### config.mk
export PLATFORM = sky130hd
export DESIGN_NAME = pwm_duty_sequencer
export DESIGN_NICKNAME = d
export VERILOG_FILES = /design/src/rtl/pwm_duty_sequencer.sv
export SDC_FILE = /design/constraint.sdc
export NUM_CORES = 1
export LEC_CHECK = 0
export CAP_MARGIN = 20
export CORE_MARGIN = 4
export CORE_UTILIZATION = 50
export DETAILED_ROUTE_END_ITERATION = 8
export GPL_TIMING_DRIVEN = 0
export PLACE_DENSITY_LB_ADDON = 0.25
export RECOVER_POWER = 50
export SLEW_MARGIN = 20
export SYNTH_ARGS = -nofsm -noshare
export SYNTH_HDL_FRONTEND = slang
export SYNTH_SLANG_ARGS = --single-unit
### constraint.sdc
create_clock -name clk -period 7.5 [get_ports clk]
set_clock_uncertainty 0.05 [all_clocks]
set_input_delay 1.5 -clock clk [delete_from_list [all_inputs] [get_ports clk]]
set_output_delay 1.5 -clock clk [all_outputs]
set_load 0.03 [all_outputs]
### src/rtl/pwm_duty_sequencer.sv
// rtl/pwm_duty_sequencer.sv - duty-cycle sequencer (off/static/breathe/blink) for pwm_led
//
// Ports:
//   clk           system clock, rising edge
//   reset_n       asynchronous active-low reset
//   enable        run; low forces everything idle on the next edge
//   mode          00 off, 01 static, 10 breathe, 11 blink
//   static_duty   static level and blink on-level
//   step_size     ramp increment per step (0 behaves as 1)
//   duty_cycle    registered duty to pwm_led, changes only on period boundaries
//   period_start  one-cycle pulse in the cycle following each period wrap
//   ramp_dir      1 while ramping down
module pwm_duty_sequencer #(
    parameter int PERIOD   = 256,
    parameter int STEP_DIV = 4
) (
    input  logic       clk,
    input  logic       reset_n,
    input  logic       enable,
    input  logic [1:0] mode,
    input  logic [7:0] static_duty,
    input  logic [7:0] step_size,
    output logic [7:0] duty_cycle,
    output logic       period_start,
    output logic       ramp_dir
);

    localparam int PW = (PERIOD > 1) ? $clog2(PERIOD) : 1;
    localparam int SW = (STEP_DIV > 1) ? $clog2(STEP_DIV) : 1;
    localparam logic [PW-1:0] PERIOD_LAST = PW'(PERIOD - 1);
    localparam logic [SW-1:0] STEP_LAST   = SW'(STEP_DIV - 1);

    localparam logic [1:0] MODE_OFF     = 2'b00;
    localparam logic [1:0] MODE_STATIC  = 2'b01;
    localparam logic [1:0] MODE_BREATHE = 2'b10;
    localparam logic [1:0] MODE_BLINK   = 2'b11;

    typedef enum logic [2:0] {
        S_IDLE, S_STATIC, S_UP, S_DOWN, S_BLINK_ON, S_BLINK_OFF
    } state_t;

    state_t          state_q, state_d;
    logic [7:0]      duty_q, duty_d;
    logic [PW-1:0]   period_cnt_q, period_cnt_d;
    logic [SW-1:0]   step_cnt_q, step_cnt_d;
    logic            period_start_q;
    logic            ramp_dir_q;

    logic            ptick;
    logic            stick;
    logic [7:0]      step_eff;
    logic [8:0]      up_sum;

    assign ptick    = (period_cnt_q == PERIOD_LAST) && enable;
    assign stick    = ptick && (step_cnt_q == STEP_LAST);
    assign step_eff = (step_size == 8'd0) ? 8'd1 : step_size;
    // 9-bit sum so the saturation test sees the carry instead of a wrapped value
    assign up_sum   = {1'b0, duty_q} + {1'b0, step_eff};

    // Mode value that keeps a state where it is; any other sampled mode re-enters
    function automatic logic [1:0] family(input state_t s);
        case (s)
            S_STATIC:                family = MODE_STATIC;
            S_UP, S_DOWN:            family = MODE_BREATHE;
            S_BLINK_ON, S_BLINK_OFF: family = MODE_BLINK;
            default:                 family = MODE_OFF;
        endcase
    endfunction

    always_comb begin
        state_d      = state_q;
        duty_d       = duty_q;
        period_cnt_d = period_cnt_q;
        step_cnt_d   = step_cnt_q;
        if (!enable) begin
            state_d      = S_IDLE;
            duty_d       = 8'd0;
            period_cnt_d = '0;
            step_cnt_d   = '0;
        end else if (ptick) begin
            period_cnt_d = '0;
            step_cnt_d   = (step_cnt_q == STEP_LAST) ? '0 : step_cnt_q + SW'(1);
            // A mode change takes priority over a step falling on the same edge
            if (mode != family(state_q)) begin
                case (mode)
                    MODE_OFF: begin
                        state_d = S_IDLE;
                        duty_d  = 8'd0;
                    end
                    MODE_STATIC: begin
                        state_d = S_STATIC;
                        duty_d  = static_duty;
                    end
                    MODE_BREATHE: begin
                        state_d = S_UP;
                    end
                    default: begin
                        // Restart the step timebase so the first on-phase is full length
                        state_d    = S_BLINK_ON;
                        duty_d     = static_duty;
                        step_cnt_d = '0;
                    end
                endcase
            end else begin
                case (state_q)
                    S_STATIC: duty_d = static_duty;
                    S_UP: begin
                        if (stick) begin
                            if (up_sum >= 9'd255) begin
                                duty_d  = 8'd255;
                                state_d = S_DOWN;
                            end else begin
                                duty_d = up_sum[7:0];
                            end
                        end
                    end
                    S_DOWN: begin
                        if (stick) begin
                            if (duty_q <= step_eff) begin
                                duty_d  = 8'd0;
                                state_d = S_UP;
                            end else begin
                                duty_d = duty_q - step_eff;
                            end
                        end
                    end
                    S_BLINK_ON: begin
                        if (stick) begin
                            state_d = S_BLINK_OFF;
                            duty_d  = 8'd0;
                        end
                    end
                    S_BLINK_OFF: begin
                        if (stick) begin
                            state_d = S_BLINK_ON;
                            duty_d  = static_duty;
                        end
                    end
                    default: duty_d = 8'd0;
                endcase
            end
        end else begin
            period_cnt_d = period_cnt_q + PW'(1);
        end
    end

    always_ff @(posedge clk or negedge reset_n) begin
        if (!reset_n) begin
            state_q        <= S_IDLE;
            duty_q         <= 8'd0;
            period_cnt_q   <= '0;
            step_cnt_q     <= '0;
            period_start_q <= 1'b0;
            ramp_dir_q     <= 1'b0;
        end else begin
            state_q        <= state_d;
            duty_q         <= duty_d;
            period_cnt_q   <= period_cnt_d;
            step_cnt_q     <= step_cnt_d;
            period_start_q <= ptick;
            ramp_dir_q     <= (state_d == S_DOWN);
        end
    end

    assign duty_cycle   = duty_q;
    assign period_start = period_start_q;
    assign ramp_dir     = ramp_dir_q;

endmodule

Word level (Yosys, flattened, before mapping)
Cells that the tools add are included.

Add/sub/neg operators: 4. Magnitude comparators: 2. Equality and inequality tests: 17. Multiplexer cells: 33. Reduce and logical (&&, ||, !) cells: 8.

Operator list (count): 8-bit two-way mux (12); 8-bit case mux with 5 select lines (1); 3-bit two-way mux (9); 4-bit inequality test (second input constant) (4); 8-bit case mux with 2 select lines (1); 2-bit two-way mux (7); 3-bit case mux with 4 select lines (1); 8-bit by 8-bit adder with 9-bit output (1); 3-bit by 2-bit == test with 1-bit output (second input constant) (3); 9-bit by 8-bit greater-or-equal comparator with 1-bit output (second input constant) (1); 3-bit case mux with 3 select lines (1); 8-bit by 1-bit adder with 8-bit output (second input constant) (1); 8-bit == test (second input constant) (1); 8-bit less-or-equal comparator (1); 8-bit zero test (1); 8-bit subtractor (1); 3-bit == test (second input constant) (2); 2-bit case mux with 3 select lines (1); 6-bit AND reduction (1); 2-bit == test (second input constant) (2); 2-bit OR reduction (2); 3-bit by 1-bit == test with 1-bit output (second input constant) (1); 3-bit inequality test (second input constant) (1); 3-bit OR reduction (1); other kinds (6) (7).

Register bits: 23. Input bits: 21. Word-level logic and storage cells: 70.

Depth between registers and ports, before layout
Depth after elaboration: 11. Depth in mapped cells: 12.

Worst setup path before layout
OpenSTA, ideal clock, no wires.

Path kind: input port to flip-flop. Start point: input step_size[5]. End point: register duty_q[0], in the netlist duty_cycle[0]. Arrival: 3.879 ns. Data required time: 7.329 ns. Path slack: 3.450 ns. Cell stages on the path: 11. Path buffers: 0. Cell sequence: nor4_1 a41o_1 ha_1 fa_1 nor2b_1 o311ai_2 a21boi_0 o2111ai_1 a2111oi_4 or3b_1 a22o_1.

Longest elaborated chain between the ends: 10. Elaborated cells on any way between the ends: 14.

Ends and longest elaborated chain: from (decl) (line 22) `input logic [7:0] step_size,`; 8-bit zero test (line 56) `assign step_eff = (step_size == 8'd0) ? 8'd1 : step_size;`; 8-bit two-way mux (*) (line 56); 8-bit by 8-bit adder with 9-bit output (line 58) `assign up_sum = {1'b0, duty_q} + {1'b0, step_eff};`; 9-bit by 8-bit greater-or-equal comparator with 1-bit output (line 109) `if (up_sum >= 9'd255) begin`; 8-bit two-way mux (line 109); 8-bit two-way mux (line 108) `if (stick) begin`; 8-bit case mux with 5 select lines (*) (line 105) `case (state_q)`; 8-bit two-way mux (*) (line 84) `if (mode != family(state_q)) begin`; 8-bit two-way mux (*) (line 80) `end else if (ptick) begin`; 8-bit two-way mux (*) (line 75) `if (!enable) begin`; to (signal assigned) (line 157) `duty_q <= duty_d;`; to (decl) (line 43) `logic [7:0] duty_q, duty_d;`.

Mark *: on every way between the ends. The rest lies on a longest branch, timed or not. The select of a mux whose other input is x is not followed. A chain may end at the register's enable or synchronous reset.

Worst setup path in the final report
Start point: input step_size[4]. End point: register duty_q[7], in the netlist duty_cycle[7].

The elaborated chain is that of the path after synthesis.

==> summary.md <==
| Metric | Value |
|---|---|
| Outcome | `finished, final reports clean` |
| XOR/XNOR Fraction of Synth Area | `5.66%` |
| Sequential cell area | `576 um2` |
| Fin Hold WS | `~0.45 ns` |
| Hold Violations, Final | `0` |
| Post-DP Area | `between 0.002 and 0.003 mm2` |
| Vias in the first global route | `2084` |
| Crit path capture type | `flop` |
| Area share of fa/ha/maj cells after synthesis | `12.0%` |
| Setup TNS | `0 ns` |
| RSZ-0062 raised after global routing | `false` |
| Fmax | `around 200 MHz` |
| RR Endpoint | `duty_cycle[7]` |
| PwrDens | `roughly 95 mW/mm2` |
| Relative slew slack | `~16%` |
| Ports | `31` |
| Ys Warns | `0` |
| Std-Cell Rows | `24` |
| Min Tclk post-route | `between 4 and 5 ns` |
| Drt initial violations | `approximately 160` |
| Post-route setup slack | `around 2.6 ns` |
| Commonest non-fill, non-tap cells in the layout | `28 x clkdlybuf4s50_1, 26 x a21oi_1, 24 x nand2_1` |
| Synth unique cells | `between 60 and 70` |
| Post-synth ARST share | `100%` |
| Dominant synthesized flop cell | `dfrtp_1` |
| Clk_lat worst skew | `between 0.2 and 0.3 ns` |
| Total Power | `258 uW` |
| Seq/Total Area, Yosys | `24.8%` |
| H-tree depth | `1` |
| Initial antenna violation count | `0` |
| CTS sink cnt | `23` |
| First-pass GRT wire length | `9870 um` |
| Core box area | `0.00441 mm2` |
| Die area | `0.00580 mm2` |
| Largest family of logic cells by synthesized area | `compound AO/OA/AOI/OAI gates` |
| TritonCTS clock tree | `done` |
| Worst setup SP type | `primary input` |
| Leak | `1.16 nW` |
| TritonCTS buffer count | `3` |
| Final setup fails | `0` |
| Area leader, netlist | `dfrtp_1` |
| DP HPWL | `4710 um` |
| Area Overhead vs Synth | `17.4%` |
| Clock Tree Root | `clkbuf_8` |
| Dpl ws | `approximately 2.4 ns` |
| Wirelength per Cell | `around 16 um` |
| Largest net degree at the start of global routing | `24` |
| Grt ovf | `0` |
| Port-buffer cells | `30` |
| Via count | `around 2200` |
| Hold depth | `1` |
| Hold endpoint | `period_cnt_q[0]` |
| Final #Nets | `357` |
| Net Count, Synth | `about 320` |
| Hold/Removal Path Class | `flop to flop` |
| Synth Area per Inst | `8.29 um2` |
| Max-slew violation count | `0` |
| Number of enable flip-flop cells after synthesis | `0` |
| Yosys reg bits | `23` |
| Final Cell Area | `approximately 0.0027 mm2` |
| Initial Util | `between 50% and 60%` |
| Syn Inst Count | `280` |
| Synth top area cells | `dfrtp_1 25%, ha_1 10%, a21oi_1 5.6%` |
| 1st-pass router iterations | `4` |
| Crit path DAT | `~5.0 ns` |
| Post-Syn Area | `roughly 0.0023 mm2` |
| Post-synthesis compound-gate area fraction | `roughly a quarter` |
| Worst reg-to-reg setup slack | `approximately 4.4 ns` |
| Hold Crit Start | `period_cnt_q[0]` |
| DRC Markers | `0` |
| Layout cells sized above 1 | `8.92%` |
| Die Y-Extent | `around 76 um` |
| Post-CTS setup buffer count | `0` |
| WP data required | `approximately 7.6 ns` |
| Share of the synthesized area in the top cell type | `24.8%` |
| Via-per-instance ratio | `about 6` |
| Max FO, Critical Path | `8` |
| Post-DRT Antenna Nets | `0` |
| Commonest non-fill, non-tap cell in the layout | `clkdlybuf4s50_1` |
| Period utilization | `between 60% and 70%` |
| Fillcell total | `approximately 400` |
| RePlAce Congestion | `about 0.91` |
| Antenna diodes | `0` |
| Worst r2r src | `duty_cycle[0]` |
| Cts repair resizes | `0` |
| DIE WIDTH | `76.1 um` |
| Mux contribution to synthesized area | `about 2.3%` |
| VDD IR-drop max | `~0.090 mV` |
| CP Class | `primary input to flop` |
| Worst Max-Slew Pin Slew | `~1.3 ns` |
| GRT Resource Usage Total | `20.2%` |
| Clock input transition at the sequential cells of the worst setup and hold paths | `roughly 0.08 ns` |
| Max Cap Viol | `0` |
| Multi-input logic area | `between 0.0015 and 0.002 mm2` |
| Area share of and/or/nand/nor cells after synthesis | `approximately a quarter` |
| Clock buffer depth | `2` |
| Worst R2R Path Depth | `9` |
| CTS hold repair buffers | `0` |
| WL final | `between 5000 and 6000 um` |
[kinds of logic after synthesis]
logic type                 Yosys count
DFF                                 23
xor gates and xnor gates            15
muxes                                4
buffers and inverters               36
AOI/OAI and AO/OA                   77
adders and majority gates           21
and+or+nand+nor                    104
[routing by layer]
layer	vias up	GRT usage (%)	part of all wire, %
li1	1076	-	-
met1	1038	27.8	46
met2	76	32.9	47
met3	14	3.78	5.7
met4	0	4.55	1.9
met5	-	0	0
[registers in the layout, summed over array words and instances (netlist names)]
signal,cells
duty_cycle,8
period_start,1
period_cnt_q,8
ramp_dir,1
state_q,3
step_cnt_q,2
[worst max-delay path by stage]
stage            startpoint             to  slack [ns]  depth (start not counted)
2_1_floorplan  step_size[5]  duty_cycle[0]        3.45                         11
3_3_place_gp   step_size[5]  duty_cycle[5]        2.46                         12
3_5_place_dp   step_size[4]  duty_cycle[7]        2.39                         12
4_1_cts        step_size[4]  duty_cycle[7]        2.62                         12
5_1_grt        step_size[5]  duty_cycle[7]        2.35                         12
6_report       step_size[4]  duty_cycle[7]        2.61                         12
[power breakdown]
part           total, mW  switching (mW)  internal, mW
Sequential         0.126         0.00130         0.125
Combinational     0.0529          0.0297        0.0232
Clock             0.0784          0.0404        0.0380
Total              0.258          0.0714         0.186
[worst max-delay path, stage by stage]
cell	delay, ns
clkdlybuf4s50_1	0.44
nor4_1	0.49
a41o_1	0.29
ha_1	0.20
fa_1	0.23
nor2b_1	0.22
o311ai_2	0.13
a21boi_0	0.24
o2111ai_1	0.21
a2111oi_4	0.60
nor4_1	0.14
o31ai_1	0.29
[synthesized netlist by cell type (2+ instances only)]
master     number
buf_2           4
inv_1          19
buf_4           6
o2111ai_1       2
nand2b_1        7
nor2_1         19
a31oi_1         2
o31ai_1         8
nand3_1        10
mux2i_1         3
xnor2_1         6
nand4_1         6
or3b_1          2
nand2_1        24
o211ai_1        2
o21ai_0         7
fa_1            2
nor2b_1         5
a211o_1         2
ha_1           19
xor2_1          9
a21oi_1        26
o21a_1          2
dfrtp_1        23
nor4_1          6
nor3_1         11
a22oi_1         2
a21o_1          3
clkbuf_1        4
a21boi_0        2
[layout make-up]
| class | instances | area share, % |
|---|---|---|
| Clock buffer | 4 | 1.65 |
| Inverter | 20 | 2.75 |
| Multi-Input combinational cell | 221 | 58.0 |
| Timing Repair Buffer | 30 | 10.8 |
| Sequential cell | 23 | 21.1 |
| Buffer | 16 | 3.26 |
| Tap cell | 52 | 2.39 |
[through the flow]
step,cells,util [%]
detailed placement,362,60.9
global placement,362,60.9
finish,366,61.7
CTS,366,61.9
floorplan,280,-
global route,366,61.7
No activity file was read; power rests on OpenSTA's default activity.
